**src/rtl/weightmem_pkg.sv**
```systemverilog
// Shared types and helpers for the weight memory bank scheduler.
package weightmem_pkg;

  typedef enum logic [1:0] {IDLE, READ, DRAIN, DONE} wms_state_e;

  // Encoded-trit word width: 5 trits pack into 8 bits.
  function automatic int word_bits(int n_i, int weight_stagger);
    return ((n_i / weight_stagger + 4) / 5) * 8;
  endfunction

  // Modular add for operands already below depth (single subtract is enough).
  function automatic int wrap_add(int a, int b, int depth);
    int s;
    s = a + b;
    return (s >= depth) ? s - depth : s;
  endfunction

endpackage

```
**src/rtl/weightmem_arbiter.sv**
```systemverilog
// Per-cycle grant of the single bank port between host writes and job reads,
// with a write-burst limit so a pending read cannot be starved.
module weightmem_arbiter
  import weightmem_pkg::*;
#(
  parameter int WRITE_BURST = 4
) (
  input  logic clk_i,
  input  logic rst_ni,
  input  logic in_read_i,
  input  logic clear_i,
  input  logic wr_valid_i,
  input  logic rd_want_i,
  output logic wr_grant_o,
  output logic rd_grant_o
);

  localparam int WBW = $clog2(WRITE_BURST + 1);
  localparam logic [WBW-1:0] WB_MAX = WBW'(WRITE_BURST);

  logic [WBW-1:0] wburst_q, wburst_d;

  always_comb begin
    wr_grant_o = 1'b0;
    rd_grant_o = 1'b0;
    if (!in_read_i) begin
      wr_grant_o = wr_valid_i;
    end else begin
      wr_grant_o = wr_valid_i & (!rd_want_i | (wburst_q < WB_MAX));
      rd_grant_o = rd_want_i & !wr_grant_o;
    end
  end

  always_comb begin
    wburst_d = wburst_q;
    if (clear_i || rd_grant_o) begin
      wburst_d = '0;
    end else if (wr_grant_o && rd_want_i && in_read_i) begin
      wburst_d = wburst_q + 1'b1;
    end
  end

  always_ff @(posedge clk_i or negedge rst_ni) begin
    if (!rst_ni) wburst_q <= '0;
    else         wburst_q <= wburst_d;
  end

endmodule

```
**src/rtl/weightmem_scheduler.sv**
```systemverilog
// Sequences a burst read job against one weight memory bank while interleaving
// host weight writes; the bank never sees read and write enables together.
module weightmem_scheduler
  import weightmem_pkg::*;
#(
  parameter int N_I            = 512,
  parameter int WEIGHT_STAGGER = 8,
  parameter int BANKDEPTH      = 90,
  parameter int WORDBITS       = word_bits(N_I, WEIGHT_STAGGER),
  parameter int WRITE_BURST    = 4,
  localparam int AW            = $clog2(BANKDEPTH)
) (
  input  logic                clk_i,
  input  logic                rst_ni,
  input  logic                wr_valid_i,
  output logic                wr_ready_o,
  input  logic [AW-1:0]       wr_addr_i,
  input  logic [WORDBITS-1:0] wr_data_i,
  input  logic                job_valid_i,
  output logic                job_ready_o,
  input  logic [AW-1:0]       job_base_i,
  input  logic [AW:0]         job_len_i,
  input  logic                stall_i,
  output logic                mem_read_enable_o,
  output logic                mem_write_enable_o,
  output logic [AW-1:0]       mem_addr_o,
  output logic [WORDBITS-1:0] mem_wdata_o,
  input  logic                mem_ready_i,
  input  logic                mem_collision_i,
  output logic                rd_valid_o,
  output logic                rd_last_o,
  output logic                busy_o,
  output logic                done_o,
  output logic                err_o
);

  localparam logic [AW:0] DEPTH_L = (AW+1)'(BANKDEPTH);

  wms_state_e    state_q, state_d;
  logic [AW:0]   len_q, len_d;
  logic [AW:0]   issued_q, issued_d;
  logic [AW:0]   returned_q, returned_d;
  logic [AW-1:0] rd_addr_q, rd_addr_d;
  logic [AW-1:0] mem_addr_q;
  logic          rd_pend_q;
  logic          err_q;

  logic          wr_grant, rd_grant, rd_want, job_start, wr_addr_ok;
  logic [AW:0]   job_len_clip;

  assign job_len_clip = (job_len_i > DEPTH_L) ? DEPTH_L : job_len_i;
  assign rd_want      = (state_q == READ) && !stall_i && (issued_q < len_q);
  assign wr_addr_ok   = ({1'b0, wr_addr_i} < DEPTH_L);

  weightmem_arbiter #(
    .WRITE_BURST(WRITE_BURST)
  ) u_arbiter (
    .clk_i      (clk_i),
    .rst_ni     (rst_ni),
    .in_read_i  (state_q == READ),
    .clear_i    (job_start),
    .wr_valid_i (wr_valid_i),
    .rd_want_i  (rd_want),
    .wr_grant_o (wr_grant),
    .rd_grant_o (rd_grant)
  );

  always_comb begin
    state_d    = state_q;
    len_d      = len_q;
    issued_d   = issued_q;
    returned_d = rd_pend_q ? returned_q + 1'b1 : returned_q;
    rd_addr_d  = rd_addr_q;
    job_start  = 1'b0;
    unique case (state_q)
      IDLE: begin
        if (job_valid_i) begin
          job_start  = 1'b1;
          len_d      = job_len_clip;
          issued_d   = '0;
          returned_d = '0;
          // Bases above the bank depth fold back into range once.
          rd_addr_d  = AW'(wrap_add(int'(job_base_i), 0, BANKDEPTH));
          state_d    = (job_len_clip == '0) ? DONE : READ;
        end
      end
      READ: begin
        if (rd_grant) begin
          issued_d  = issued_q + 1'b1;
          rd_addr_d = AW'(wrap_add(int'(rd_addr_q), 1, BANKDEPTH));
          if (issued_q + 1'b1 == len_q) state_d = DRAIN;
        end
      end
      DRAIN:   if (rd_pend_q) state_d = DONE;
      DONE:    state_d = IDLE;
      default: state_d = IDLE;
    endcase
  end

  always_ff @(posedge clk_i or negedge rst_ni) begin
    if (!rst_ni) begin
      state_q    <= IDLE;
      len_q      <= '0;
      issued_q   <= '0;
      returned_q <= '0;
      rd_addr_q  <= '0;
      mem_addr_q <= '0;
      rd_pend_q  <= 1'b0;
      err_q      <= 1'b0;
    end else begin
      state_q    <= state_d;
      len_q      <= len_d;
      issued_q   <= issued_d;
      returned_q <= returned_d;
      rd_addr_q  <= rd_addr_d;
      mem_addr_q <= mem_addr_o;
      rd_pend_q  <= rd_grant;
      if (mem_collision_i || (wr_grant && !wr_addr_ok)) err_q <= 1'b1;
    end
  end

  assign wr_ready_o         = wr_grant;
  assign mem_write_enable_o = wr_grant & wr_addr_ok;
  assign mem_read_enable_o  = rd_grant;
  assign mem_addr_o         = wr_grant ? wr_addr_i : (rd_grant ? rd_addr_q : mem_addr_q);
  assign mem_wdata_o        = wr_data_i;
  assign rd_valid_o         = rd_pend_q & mem_ready_i;
  assign rd_last_o          = rd_valid_o & (returned_q == len_q - 1'b1);
  assign busy_o             = (state_q != IDLE);
  assign job_ready_o        = (state_q == IDLE);
  assign done_o             = (state_q == DONE);
  assign err_o              = err_q;

endmodule
```
**config.mk**
```make
export PLATFORM = sky130hd
export DESIGN_NAME = weightmem_scheduler
export DESIGN_NICKNAME = d
export VERILOG_FILES = /design/src/rtl/weightmem_pkg.sv /design/src/rtl/weightmem_arbiter.sv /design/src/rtl/weightmem_scheduler.sv
export SDC_FILE = /design/constraint.sdc
export NUM_CORES = 1
export LEC_CHECK = 0
export CAP_MARGIN = 10
export CORE_ASPECT_RATIO = 0.75
export CORE_UTILIZATION = 38
export CTS_CLUSTER_DIAMETER = 150
export CTS_CLUSTER_SIZE = 28
export DETAILED_ROUTE_END_ITERATION = 10
export PLACE_DENSITY = 0.82
export SYNTH_ARGS = -nofsm -noshare
export SYNTH_HDL_FRONTEND = slang
export SYNTH_SLANG_ARGS = --single-unit
```
**constraint.sdc**
```tcl
create_clock -name clk_i -period 3 [get_ports clk_i]
set_input_delay 0.6 -clock clk_i [delete_from_list [all_inputs] [get_ports clk_i]]
set_output_delay 0.6 -clock clk_i [all_outputs]
set_load 0.05 [all_outputs]
```
==> metrics.md, run 1 <==
| Metric | Value |
|---|---|
| Status | `complete, no violations` |
| Die Ht | `92.7 um` |
| CP Class | `reg2out` |
| Clock Pin Slew Worst Setup and Hold Paths | `0.07 ns` |
| TritonCTS clock tree | `done` |
| Clk buf depth | `2` |
| Vias per cell | `5.74` |
| # diodes | `0` |
| Latest clock arrival within the worst-skew pair | `0.29 ns` |
| Crit path max fanout | `8` |
| Hold WC Path Type | `in2async` |
| Most used DFF post-synth | `dfrtp_1` |
| Initial antenna violation count | `0` |
| Fill count | `955` |
| Most frequent cell after synthesis | `buf_4` |
| Slew Limit Fails | `0` |
| First-pass GRT wire length | `17.3 mm` |
| Post-Syn Area per Cell | `8.23 um2` |
| Largest cells by area after synthesis | `dfrtp_1, buf_4, ha_1` |
| Pwr per Cell Area | `847 nW/um2` |
| Leakage power | `2.00 nW` |
| Post-DRT Antenna Nets | `0` |
| Worst setup SP type | `register` |
| Layout net count | `621` |
| Total wire length | `10.9 mm` |
| Final cycle utilization of the critical path | `0.995` |
| Fmax | `0.335 GHz` |
| Worst Setup End Kind | `output pin` |
| Multi-input gate area | `2320 um2` |
| Post-synth top area share | `0.270` |
| Final setup vio count | `0` |
| HPWL after detailed placement | `7.61 mm` |
| I/O pins | `253` |
| Number of global-route vias before repair | `3413` |
| Unrepaired setup endpoints after global routing | `true` |
| Setup tns final | `0 ns` |
| Sequential element share of the synthesized area | `0.270` |
| Non-Filler Instances | `605` |
| Clk sink count | `45` |
| H-tree levels | `2` |
| CTS root buffer | `clkbuf_16` |
| DR WL/cell | `18.0 um` |
| Placed insts | `586` |
| Tightest Pin Transition | `1.05 ns` |
| Count of final hold-check violations | `0` |
| Initial Utilization | `0.398` |
| Max-cap viol count | `0` |
| Cells after synthesis | `507` |
| Die X | `123 um` |
| Dominant cell type by area after synthesis | `dfrtp_1` |
| Synth Net Count | `660` |
| Synth Register Bits | `45` |
| Largest vdd supply drop | `0.575 mV` |
| Initial drt markers | `353` |
| Period minus WS final | `2.99 ns` |
| Share of layout cells above drive strength 1 | `0.203` |
| PortBufs | `44` |
| Finished Cell Area | `4700 um2` |
| Num CTS Buffers | `5` |
| Async SR Flop Fraction | `1.00` |
| Post-synth top cells | `buf_4, dfrtp_1, nand2_1, o21ai_0, nor2_1` |
| Total track usage | `0.192` |
| Number of flops mapped to enable cells by yosys | `0` |
| DRT Pass-1 Iters | `5` |
| CP required | `2.40 ns` |
| Final Wtd Congestion | `0.931` |
| Synth Cell Area | `4170 um2` |
| YS warnings | `0` |
| Total gr overflow | `0` |
| Placement Rows | `32` |
| Core area | `10500 um2` |
| Sequential Area | `1130 um2` |
| DR vias | `3475` |
| Slew margin rel. | `0.302` |
| Clk_skew | `0.0112 ns` |
| P&R area growth vs syn | `12.8%` |
| Placed Area | `4250 um2` |
| Distinct cells, synth | `53` |
| Die area | `11400 um2` |
| Largest net degree at the start of global routing | `46` |
| DRC | `0` |
| WP data arrival | `2.39 ns` |
-- cells by family after synthesis --
kind of cell,Yosys count,share of synthesized area
buf+inv,149,0.233
flops,45,0.270
compound gates,102,0.161
simple gates,144,0.172
mux,15,0.0360
xor+xnor,32,0.0672
fa+ha+maj,20,0.0600
-- registers in the layout, summed over array words and instances (netlist names) --
| register | count |
|---|---|
| issued_q | 8 |
| len_q | 8 |
| returned_q | 8 |
| mem_addr_q | 7 |
| rd_addr_q | 7 |
| u_arbiter.wburst_q | 3 |
| state_q | 2 |
| err_o | 1 |
| rd_pend_q | 1 |
-- metrics by stage --
| step | utilization | hold slack [ns] | setup WS [ns] | total power, mW |
|---|---|---|---|---|
| 6_report | 0.448 | 0.500 | 0.0148 | 3.99 |
| 5_1_grt | 0.448 | 0.568 | -0.0954 | 4.26 |
| 4_1_cts | 0.438 | 0.536 | -0.000705 | 3.83 |
| 3_5_place_dp | 0.406 | 0.520 | 0.00407 | 3.04 |
| 3_3_place_gp | 0.406 | 0.465 | 0.0344 | 2.95 |
| 2_1_floorplan | - | 0.304 | -0.0504 | 2.79 |
-- worst paths after layout --
kind,depth (start not counted),from,to,slack (ns)
hold / removal,1,rst_ni,len_q[6]$_DFFE_PN0P_,0.50
max in group asynchronous,1,rst_ni,issued_q[0]$_DFFE_PN0P_,1.78
setup reg to reg,12,state_q[1]$_DFFE_PN0P_,rd_addr_q[6]$_DFFE_PN0P_,0.32
min in group clk_i,2,err_o$_DFFE_PN0P_,err_o$_DFFE_PN0P_,0.53
setup / recovery,10,len_q[1]$_DFFE_PN0P_,mem_addr_o[4],0.01
hold reg to reg,2,err_o$_DFFE_PN0P_,err_o$_DFFE_PN0P_,0.53
-- worst max-delay path: stages, from the launching register on --
cell	delay, ns
dfrtp_1	0.38
inv_2	0.10
ha_4	0.20
nor2b_4	0.12
o211ai_1	0.22
a21oi_2	0.12
nor3_2	0.18
buf_6	0.25
mux2i_4	0.29
o21ai_4	0.10
buf_12	0.15
-- cell usage in the layout (no fill, tap or decap), types with 3 or more instances in the layout --
master           count
nor2_1              27
dfrtp_1             44
mux2i_4              7
o21ai_4              7
a31oi_1              3
a21oi_1             19
and3_1               5
xnor2_1             19
nand3_1             15
nor3b_1              3
ha_1                16
buf_4               34
nand2_1             44
a211oi_1             6
nand2b_1             6
o21ai_0             26
inv_1               21
clkdlybuf4s50_1     30
nand4_1              8
nand3b_1             3
a21o_1               4
clkbuf_16            5
mux2i_1              8
buf_12              12
xor2_1              13
nor3_1              11
a21oi_2              3
a22o_1               6
inv_2                3
and2_1               4
a32oi_1              4
o211ai_1             3
-- cell type report --
cell class	count	area share
clock buffer	6	0.0295
clock inverter	2	0.00798
inverter	24	0.0191
multi-input combinational	313	0.492
sequential	45	0.240
tap	136	0.0362
timing repair buffer	79	0.175
-- per-layer routing --
| metal | share of wire | wire length (um) | GRT usage | vias to the layer above |
|---|---|---|---|---|
| li1 | - | - | - | 1562 |
| met1 | 0.42 | 4610 | 0.250 | 1655 |
| met2 | 0.44 | 4800 | 0.283 | 214 |
| met3 | 0.11 | 1170 | 0.0764 | 44 |
| met4 | 0.027 | 288 | 0.0691 | 0 |
| met5 | 0 | 0 | 0 | - |
-- repair_timing --
action                                  CTS  global route
endpoints found under the setup margin    9             9
buffers inserted                          8             3
hold buffers                              0             0
resized for setup                        19            19
pin swaps                                 3            10
-- power breakdown --
part	total, mW	switching, mW	internal (mW)	leakage [nW]
sequential	1.02	0.238	0.779	0.566
clock	0.654	0.239	0.416	0.0831
combinational	2.31	1.30	1.01	1.35
total	3.99	1.78	2.21	2.00
No activity file was read; power rests on OpenSTA's default activity.
==> run 2, diff against run 1 <==
==> constraint.sdc (replaced) <==
create_clock -name clk_i -period 3 [get_ports clk_i]
set_input_delay 0.45 -clock clk_i [delete_from_list [all_inputs] [get_ports clk_i]]
set_output_delay 0.45 -clock clk_i [all_outputs]
set_load 0.01 [all_outputs]
==> metrics.md, run 2 (synthesis gave the netlist of run 1 again) <==
| Metric | Value |
|---|---|
| Count of final hold-check violations | `0 (unchanged)` |
| Worst setup SP type | `register (unchanged)` |
| Latest clock arrival within the worst-skew pair | `0.29 ns (about the same)` |
| Placement Rows | `32 (unchanged)` |
| Largest vdd supply drop | `0.366 mV (was 0.575 mV)` |
| Most frequent cells in the layout | `dfrtp_1, nand2_1, buf_4 (was nand2_1, dfrtp_1, buf_4)` |
| CP required | `2.55 ns (was 2.40 ns)` |
| Number of global-route vias before repair | `3321 (was 3413)` |
| PortBufs | `44 (unchanged)` |
| Status | `complete, no violations (unchanged)` |
| Reg2reg end | `rd_addr_q[5]$_DFFE_PN0P_ (was rd_addr_q[6]$_DFFE_PN0P_)` |
| Most common cell after layout, fill and taps aside | `dfrtp_1` |
| Die area | `11400 um2 (unchanged)` |
| Clk buf depth | `2 (unchanged)` |
| DRT Pass-1 Iters | `5 (unchanged)` |
| Initial drt markers | `308 (was 353)` |
| First-pass GRT wire length | `16.4 mm (was 17.3 mm)` |
| Initial antenna violation count | `0 (unchanged)` |
| Final Wtd Congestion | `0.876 (was 0.931)` |
| Layout net count | `623 (was 621)` |
| P&R area growth vs syn | `3.63% (was 12.8%)` |
| Vias per cell | `5.76 (was 5.74)` |
| Setup ws final | `0.171 ns (was 0.0148 ns)` |
| Hold WC Path Type | `in2async (unchanged)` |
| WP data arrival | `2.38 ns (was 2.39 ns)` |
| CP bufs+invs | `3 (unchanged)` |
| DR WL/cell | `16.7 um (was 18.0 um)` |
| Top delay family on crit path | `simple AND/OR/NAND/NOR gates (was buffers and inverters)` |
| R2R cell count | `8 (was 12)` |
| HPWL after detailed placement | `7.49 mm (was 7.61 mm)` |
| I/O pins | `253 (unchanged)` |
| Post-DRT Antenna Nets | `0 (unchanged)` |
| Pwr per Cell Area | `807 nW/um2 (was 847 nW/um2)` |
| # diodes | `0 (unchanged)` |
| Initial Utilization | `0.398 (unchanged)` |
| Slew Limit Fails | `0 (unchanged)` |
| Total gr overflow | `0 (unchanged)` |
| RR Startpoint | `rd_addr_q[1]$_DFFE_PN0P_ (was state_q[1]$_DFFE_PN0P_)` |
| Fmax | `0.353 GHz (was 0.335 GHz)` |
| Sequential Area | `1130 um2 (about the same)` |
| Place WS | `-0.128 ns (was 0.00407 ns)` |
| Top Registers | `issued_q x8, len_q x8, returned_q x8 (unchanged)` |
| Fill count | `1032 (was 955)` |
| Total wire length | `10.2 mm (was 10.9 mm)` |
| Num CTS Buffers | `5 (unchanged)` |
| Placed Area | `4120 um2 (was 4250 um2)` |
| Leakage power | `1.93 nW (was 2.00 nW)` |
| Slew margin rel. | `0.303 (was 0.302)` |
| Core area | `10500 um2 (unchanged)` |
| DRC | `0 (unchanged)` |
| Die Ht | `92.7 um (unchanged)` |
| Clock Pin Slew Worst Setup and Hold Paths | `0.07 ns (about the same)` |
| DR vias | `3496 (was 3475)` |
| Clk sink count | `45 (unchanged)` |
| Multi-input gate area | `2110 um2 (was 2320 um2)` |
| Crit path max fanout | `4 (was 8)` |
| Tightest Pin Transition | `1.05 ns (about the same)` |
| CP max stage delay | `0.40 ns (was 0.38 ns)` |
| CTS root buffer | `clkbuf_16 (unchanged)` |
| Min Hold Slack | `0.352 ns (was 0.500 ns)` |
| TritonCTS clock tree | `done (unchanged)` |
| Die X | `123 um (unchanged)` |
| Finished Cell Area | `4320 um2 (was 4700 um2)` |
| Final cycle utilization of the critical path | `0.943 (was 0.995)` |
| CTS Hold Bufs | `0 (unchanged)` |
| R2R Setup Slk | `0.44 ns (was 0.32 ns)` |
| Period minus WS final | `2.83 ns (was 2.99 ns)` |
| Unrepaired setup endpoints after global routing | `false (was true)` |
| Slowest cell on the critical path | `dfrtp_1 (unchanged)` |
| Total track usage | `0.181 (was 0.192)` |
| Worst Setup End Kind | `output pin (unchanged)` |
| Worst-path cell chain | `inv_1 > ha_2 > nor3b_2 > o211ai_4 > nor3_4 > buf_2 > mux2i_1 > o21ai_1 > clkbuf_2 (was inv_2 > ha_4 > nor2b_4 > o211ai_1 > a21oi_2 > nor3_2 > buf_6 > mux2i_4 > o21ai_4 > buf_12)` |
| Max-cap viol count | `0 (unchanged)` |
| Largest net degree at the start of global routing | `46 (unchanged)` |
| Clk_skew | `0.00856 ns (was 0.0112 ns)` |
| CP Class | `reg2out (unchanged)` |
| Final setup vio count | `0 (unchanged)` |
| Share of layout cells above drive strength 1 | `0.142 (was 0.203)` |
| H-tree levels | `2 (unchanged)` |
[run 2: changes by cell type in the layout (fill, tap and decap cells not counted), moves of 3 or more]
| cell | previous run | this run |
|---|---|---|
| buf_12 | 12 | 0 |
| clkbuf_2 | 0 | 7 |
| ha_1 | 16 | 19 |
| inv_1 | 21 | 24 |
| inv_2 | 3 | 0 |
| mux2i_1 | 8 | 15 |
| mux2i_4 | 7 | 0 |
| o21ai_0 | 26 | 29 |
| o21ai_1 | 1 | 5 |
| o21ai_4 | 7 | 0 |
[run 2: routing by layer]
layer,track usage,vias to the layer above,part of all wire
met4,0.0549,0,0.022
met5,0,-,0
met3,0.0640,43,0.10
met1,0.242,1667,0.44
li1,-,1578,-
met2,0.271,208,0.44
[run 2: worst max-delay path by stage]
| stage | startpoint | end | slack [ns] | depth (start not counted) |
|---|---|---|---|---|
| global placement | stall_i | mem_addr_o[3] | -0.06 | 8 |
| detailed placement | stall_i | mem_addr_o[5] | -0.13 | 8 |
| global route | len_q[1]$_DFFE_PN0P_ | mem_write_enable_o | 0.002 | 11 |
| CTS | len_q[1]$_DFFE_PN0P_ | wr_ready_o | 0.04 | 10 |
| floorplan | len_q[1]$_DFFE_PN0P_ | mem_addr_o[5] | 0.35 | 9 |
| finish | state_q[1]$_DFFE_PN0P_ | mem_addr_o[3] | 0.17 | 9 |
[run 2: final cells by class]
type / instances / area share
multi-input cells: 313 / 0.489
flip-flops and latches: 45 / 0.261
repair buffers: 81 / 0.158
well taps: 136 / 0.0394
clock buffers: 6 / 0.0298
inverters: 24 / 0.0208
clock inverters: 2 / 0.00232
[run 2: worst reg2reg max path, stage by stage, from the launching register on]
cell      delay, ns
dfrtp_1        0.45
ha_1           0.30
a21bo_2        0.25
a221oi_2       0.34
o22ai_1        0.20
a221oi_2       0.30
xor2_1         0.24
mux2i_1        0.10
a211o_1        0.27
[run 2: where the power goes]
part           switching, mW  internal (mW)  total, mW
logic                   1.09          0.866       1.96
registers              0.208          0.779      0.987
clock network          0.238          0.307      0.545
total                   1.54           1.95       3.49
[run 2: per-stage QoR]
| step | util | std cells | power, mW | TNS [ns] |
|---|---|---|---|---|
| CTS | 0.407 | 601 | 3.44 | 0 |
| floorplan | - | 507 | 2.40 | 0 |
| detailed placement | 0.392 | 591 | 2.87 | -0.668 |
| global placement | 0.392 | 591 | 2.78 | -0.327 |
| global route | 0.412 | 607 | 3.75 | 0 |
| finish | 0.412 | 607 | 3.49 | 0 |
[run 2: what timing repair did]
| item | in CTS | in global routing |
|---|---|---|
| resized for setup | 18 | 26 |
| cloned | 0 | 2 |
| hold endpoints to repair | 0 | 0 |
| setup buffers | 2 | 4 |
| setup endpoints to repair | 10 | 10 |
| pin swaps | 1 | 4 |
==> run 3, diff against run 2 <==
--- a/config.mk
+++ b/config.mk
@@ -14,4 +14,5 @@
 export PLACE_DENSITY = 0.82
 export SYNTH_ARGS = -nofsm -noshare
 export SYNTH_HDL_FRONTEND = slang
+export SYNTH_HIERARCHICAL = 1
 export SYNTH_SLANG_ARGS = --single-unit
==> metrics.md, run 3 <==
| Metric | Value |
|---|---|
| Final setup vio count | `8 (was 0)` |
| Initial drt markers | `226 (was 308)` |
| Initial Utilization | `0.395 (was 0.398)` |
| Status | `finished with violations (was complete, no violations)` |
| Final Wtd Congestion | `0.955 (was 0.876)` |
| # diodes | `0 (unchanged)` |
| Period minus WS final | `3.09 ns (was 2.83 ns)` |
| Die X | `122 um (was 123 um)` |
| Clk_skew | `0.00734 ns (was 0.00856 ns)` |
| Async SR Flop Fraction | `1.00 (unchanged)` |
| HPWL after detailed placement | `7.06 mm (was 7.49 mm)` |
| Tightest Pin Transition | `0.994 ns (was 1.05 ns)` |
| Number of flops mapped to enable cells by yosys | `0 (unchanged)` |
| Count of final hold-check violations | `0 (unchanged)` |
| Synth Net Count | `649 (was 660)` |
| H-tree levels | `2 (unchanged)` |
| Slew Limit Fails | `0 (unchanged)` |
| Sequential element share of the synthesized area | `0.274 (was 0.270)` |
| Latest clock arrival within the worst-skew pair | `0.29 ns (about the same)` |
| Layout net count | `625 (was 623)` |
| Die area | `11200 um2 (was 11400 um2)` |
| I/O pins | `253 (unchanged)` |
| Clock Pin Slew Worst Setup and Hold Paths | `0.06 ns (was 0.07 ns)` |
| Hold WC Path Type | `in2async (unchanged)` |
| Largest vdd supply drop | `0.205 mV (was 0.366 mV)` |
| Largest net degree at the start of global routing | `46 (unchanged)` |
| YS warnings | `6 (was 0)` |
| Most frequent cells in the layout | `nand2_1, dfrtp_1, buf_4 (was dfrtp_1, nand2_1, buf_4)` |
| TritonCTS clock tree | `done (unchanged)` |
| Total track usage | `0.176 (was 0.181)` |
| Busiest grt layer | `met2 (unchanged)` |
| Synth Cell Area | `4110 um2 (was 4170 um2)` |
| WP data arrival | `3.29 ns (was 2.38 ns)` |
| Dominant cell type by area after synthesis | `dfrtp_1 (unchanged)` |
| Most used DFF post-synth | `dfrtp_1 (unchanged)` |
| Placed Area | `4080 um2 (was 4120 um2)` |
| CP required | `3.20 ns (was 2.55 ns)` |
| Clk buf depth | `2 (unchanged)` |
| Worst setup SP type | `register (unchanged)` |
| Failing checks | `negative setup slack` |
| Total wire length | `9.69 mm (was 10.2 mm)` |
| Max-cap viol count | `0 (unchanged)` |
| Final cycle utilization of the critical path | `1.03 (was 0.943)` |
| Distinct cells, synth | `59 (was 53)` |
| Top Registers | `issued_q x8, len_q x8, returned_q x8 (unchanged)` |
| Core area | `10400 um2 (was 10500 um2)` |
| DR vias | `3365 (was 3496)` |
| Crit path max fanout | `8 (was 4)` |
| First-pass GRT wire length | `15.9 mm (was 16.4 mm)` |
| Post-synth top cells | `buf_4, nand2_1, dfrtp_1, nor2_1, o21ai_0 (was buf_4, dfrtp_1, nand2_1, o21ai_0, nor2_1)` |
| DRC | `0 (unchanged)` |
| Post-DRT Antenna Nets | `0 (unchanged)` |
| Leakage power | `1.86 nW (was 1.93 nW)` |
| Pwr per Cell Area | `307 nW/um2 (was 807 nW/um2)` |
| DRT Pass-1 Iters | `5 (unchanged)` |
| Met2 usage | `0.275 (was 0.271)` |
| Worst Setup End Kind | `register (was output pin)` |
| Total power | `1.38 mW (was 3.49 mW)` |
| Grt met1 use | `0.218 (was 0.242)` |
| Most frequent cell after synthesis | `buf_4 (unchanged)` |
| Slew margin rel. | `0.337 (was 0.303)` |
| Fill count | `990 (was 1032)` |
| Cells after synthesis | `496 (was 507)` |
| Number of global-route vias before repair | `3364 (was 3321)` |
| Finished Cell Area | `4490 um2 (was 4320 um2)` |
| CTS Hold Bufs | `0 (unchanged)` |
| Share of layout cells above drive strength 1 | `0.203 (was 0.142)` |
| Vias per cell | `5.53 (was 5.76)` |
| Clk sink count | `45 (unchanged)` |
| Final design utilization | `0.432 (was 0.412)` |
| Setup ws final | `-0.0877 ns (was 0.171 ns)` |
| Post-Syn Area per Cell | `8.29 um2 (was 8.23 um2)` |
| Die Ht | `92.1 um (was 92.7 um)` |
| Placement Rows | `32 (unchanged)` |
| Min Hold Slack | `0.328 ns (was 0.352 ns)` |
| CP Class | `reg2reg (was reg2out)` |
| P&R area growth vs syn | `9.28% (was 3.63%)` |
| Fmax | `0.324 GHz (was 0.353 GHz)` |
| Met3 Use GR | `0.0641 (was 0.0640)` |
| Synth Register Bits | `45 (unchanged)` |
| Total gr overflow | `0 (unchanged)` |
| Initial antenna violation count | `0 (unchanged)` |
| Post-synth top area share | `0.274 (was 0.270)` |
| PortBufs | `44 (unchanged)` |
| Largest cells by area after synthesis | `dfrtp_1, buf_4, ha_1 (unchanged)` |
| Unrepaired setup endpoints after global routing | `true (was false)` |
| Num CTS Buffers | `5 (unchanged)` |
| DR WL/cell | `15.9 um (was 16.7 um)` |
| CTS root buffer | `clkbuf_16 (unchanged)` |
## run 3: cell types whose count changed after synthesis, moves of 5 or more
| cell | delta |
|---|---|
| a21oi_1 | -6 |
| a22o_1 | -5 |
| nor2_1 | +9 |
| nor3_1 | -7 |
## run 3: metal layers
metal | vias to the layer above | wire length [um]
li1 | 1545 | -
met4 | 0 | 189
met2 | 184 | 4520
met5 | - | 0
met3 | 37 | 918
met1 | 1599 | 4050
## run 3: worst paths after layout
check | from | to | slack (ns) | cells after the start
setup / recovery | issued_q[1]$_DFFE_PN0P_ | rd_addr_q[4]$_DFFE_PN0P_ | -0.09 | 17
hold / removal | rst_ni | len_q[2]$_DFFE_PN0P_ | 0.33 | 1
setup reg to reg | issued_q[1]$_DFFE_PN0P_ | rd_addr_q[4]$_DFFE_PN0P_ | -0.09 | 17
hold reg to reg | err_o$_DFFE_PN0P_ | err_o$_DFFE_PN0P_ | 0.49 | 2
max in group asynchronous | rst_ni | mem_addr_q[1]$_DFF_PN0_ | 2.05 | 1
min in group clk_i | err_o$_DFFE_PN0P_ | err_o$_DFFE_PN0P_ | 0.49 | 2
## run 3: through the flow
step,setup slack [ns],TNS (ns),cells
final,-0.0877,-0.256,609
after global routing,-0.215,-2.64,609
after CTS,-0.0856,-0.502,604
after detailed placement,-0.252,-2.46,582
after global placement,-0.212,-1.86,582
after floorplan,-0.00545,-0.00545,496
## run 3: cells by family (layout without fill, tap and decap cells)
logic type / after synthesis / after routing / share of synthesized area
AOI/OAI and AO/OA: 93 / 93 / 0.153
adders and majority gates: 20 / 20 / 0.0609
buffers and inverters: 146 / 123 / 0.230
xor gates and xnor gates: 36 / 36 / 0.0767
DFF: 45 / 45 / 0.274
and+or+nand+nor: 142 / 142 / 0.171
muxes: 14 / 14 / 0.0344
## run 3: area by class of cell
| class | count | area, um2 | area share |
|---|---|---|---|
| Clock buffer | 5 | 125 | 0.0278 |
| Clock inverter | 3 | 46.3 | 0.0103 |
| Inverter | 25 | 93.8 | 0.0209 |
| Multi-Input combinational cell | 305 | 2170 | 0.483 |
| Sequential cell | 45 | 1130 | 0.251 |
| Tap cell | 136 | 170 | 0.0379 |
| Timing Repair Buffer | 90 | 763 | 0.170 |
## run 3: what timing repair did
action,4_1_cts,5_1_grt
endpoints found under the setup margin,18,28
buffers inserted,13,7
pin swaps,10,13
gates cloned,1,0
gates resized for setup,59,25
## run 3: worst max-delay path, cell delays in order (launching register included)
cell	delay [ns]
dfrtp_1	0.42
ha_4	0.25
nor2b_1	0.12
o21ai_1	0.12
nand2b_1	0.06
a21oi_1	0.12
o21ai_1	0.09
a31oi_2	0.21
and2_4	0.20
and2_4	0.22
buf_6	0.13
buf_4	0.09
nand2b_4	0.11
o211ai_1	0.13
buf_4	0.20
a31oi_1	0.18
o21ai_1	0.11
a211oi_2	0.22
## run 3: report_power, final
part	switching [mW]	internal [mW]	leakage, nW
clock network	0.234	0.394	0.0800
registers	0.00272	0.615	0.522
logic	0.0619	0.0693	1.26
total	0.299	1.08	1.86
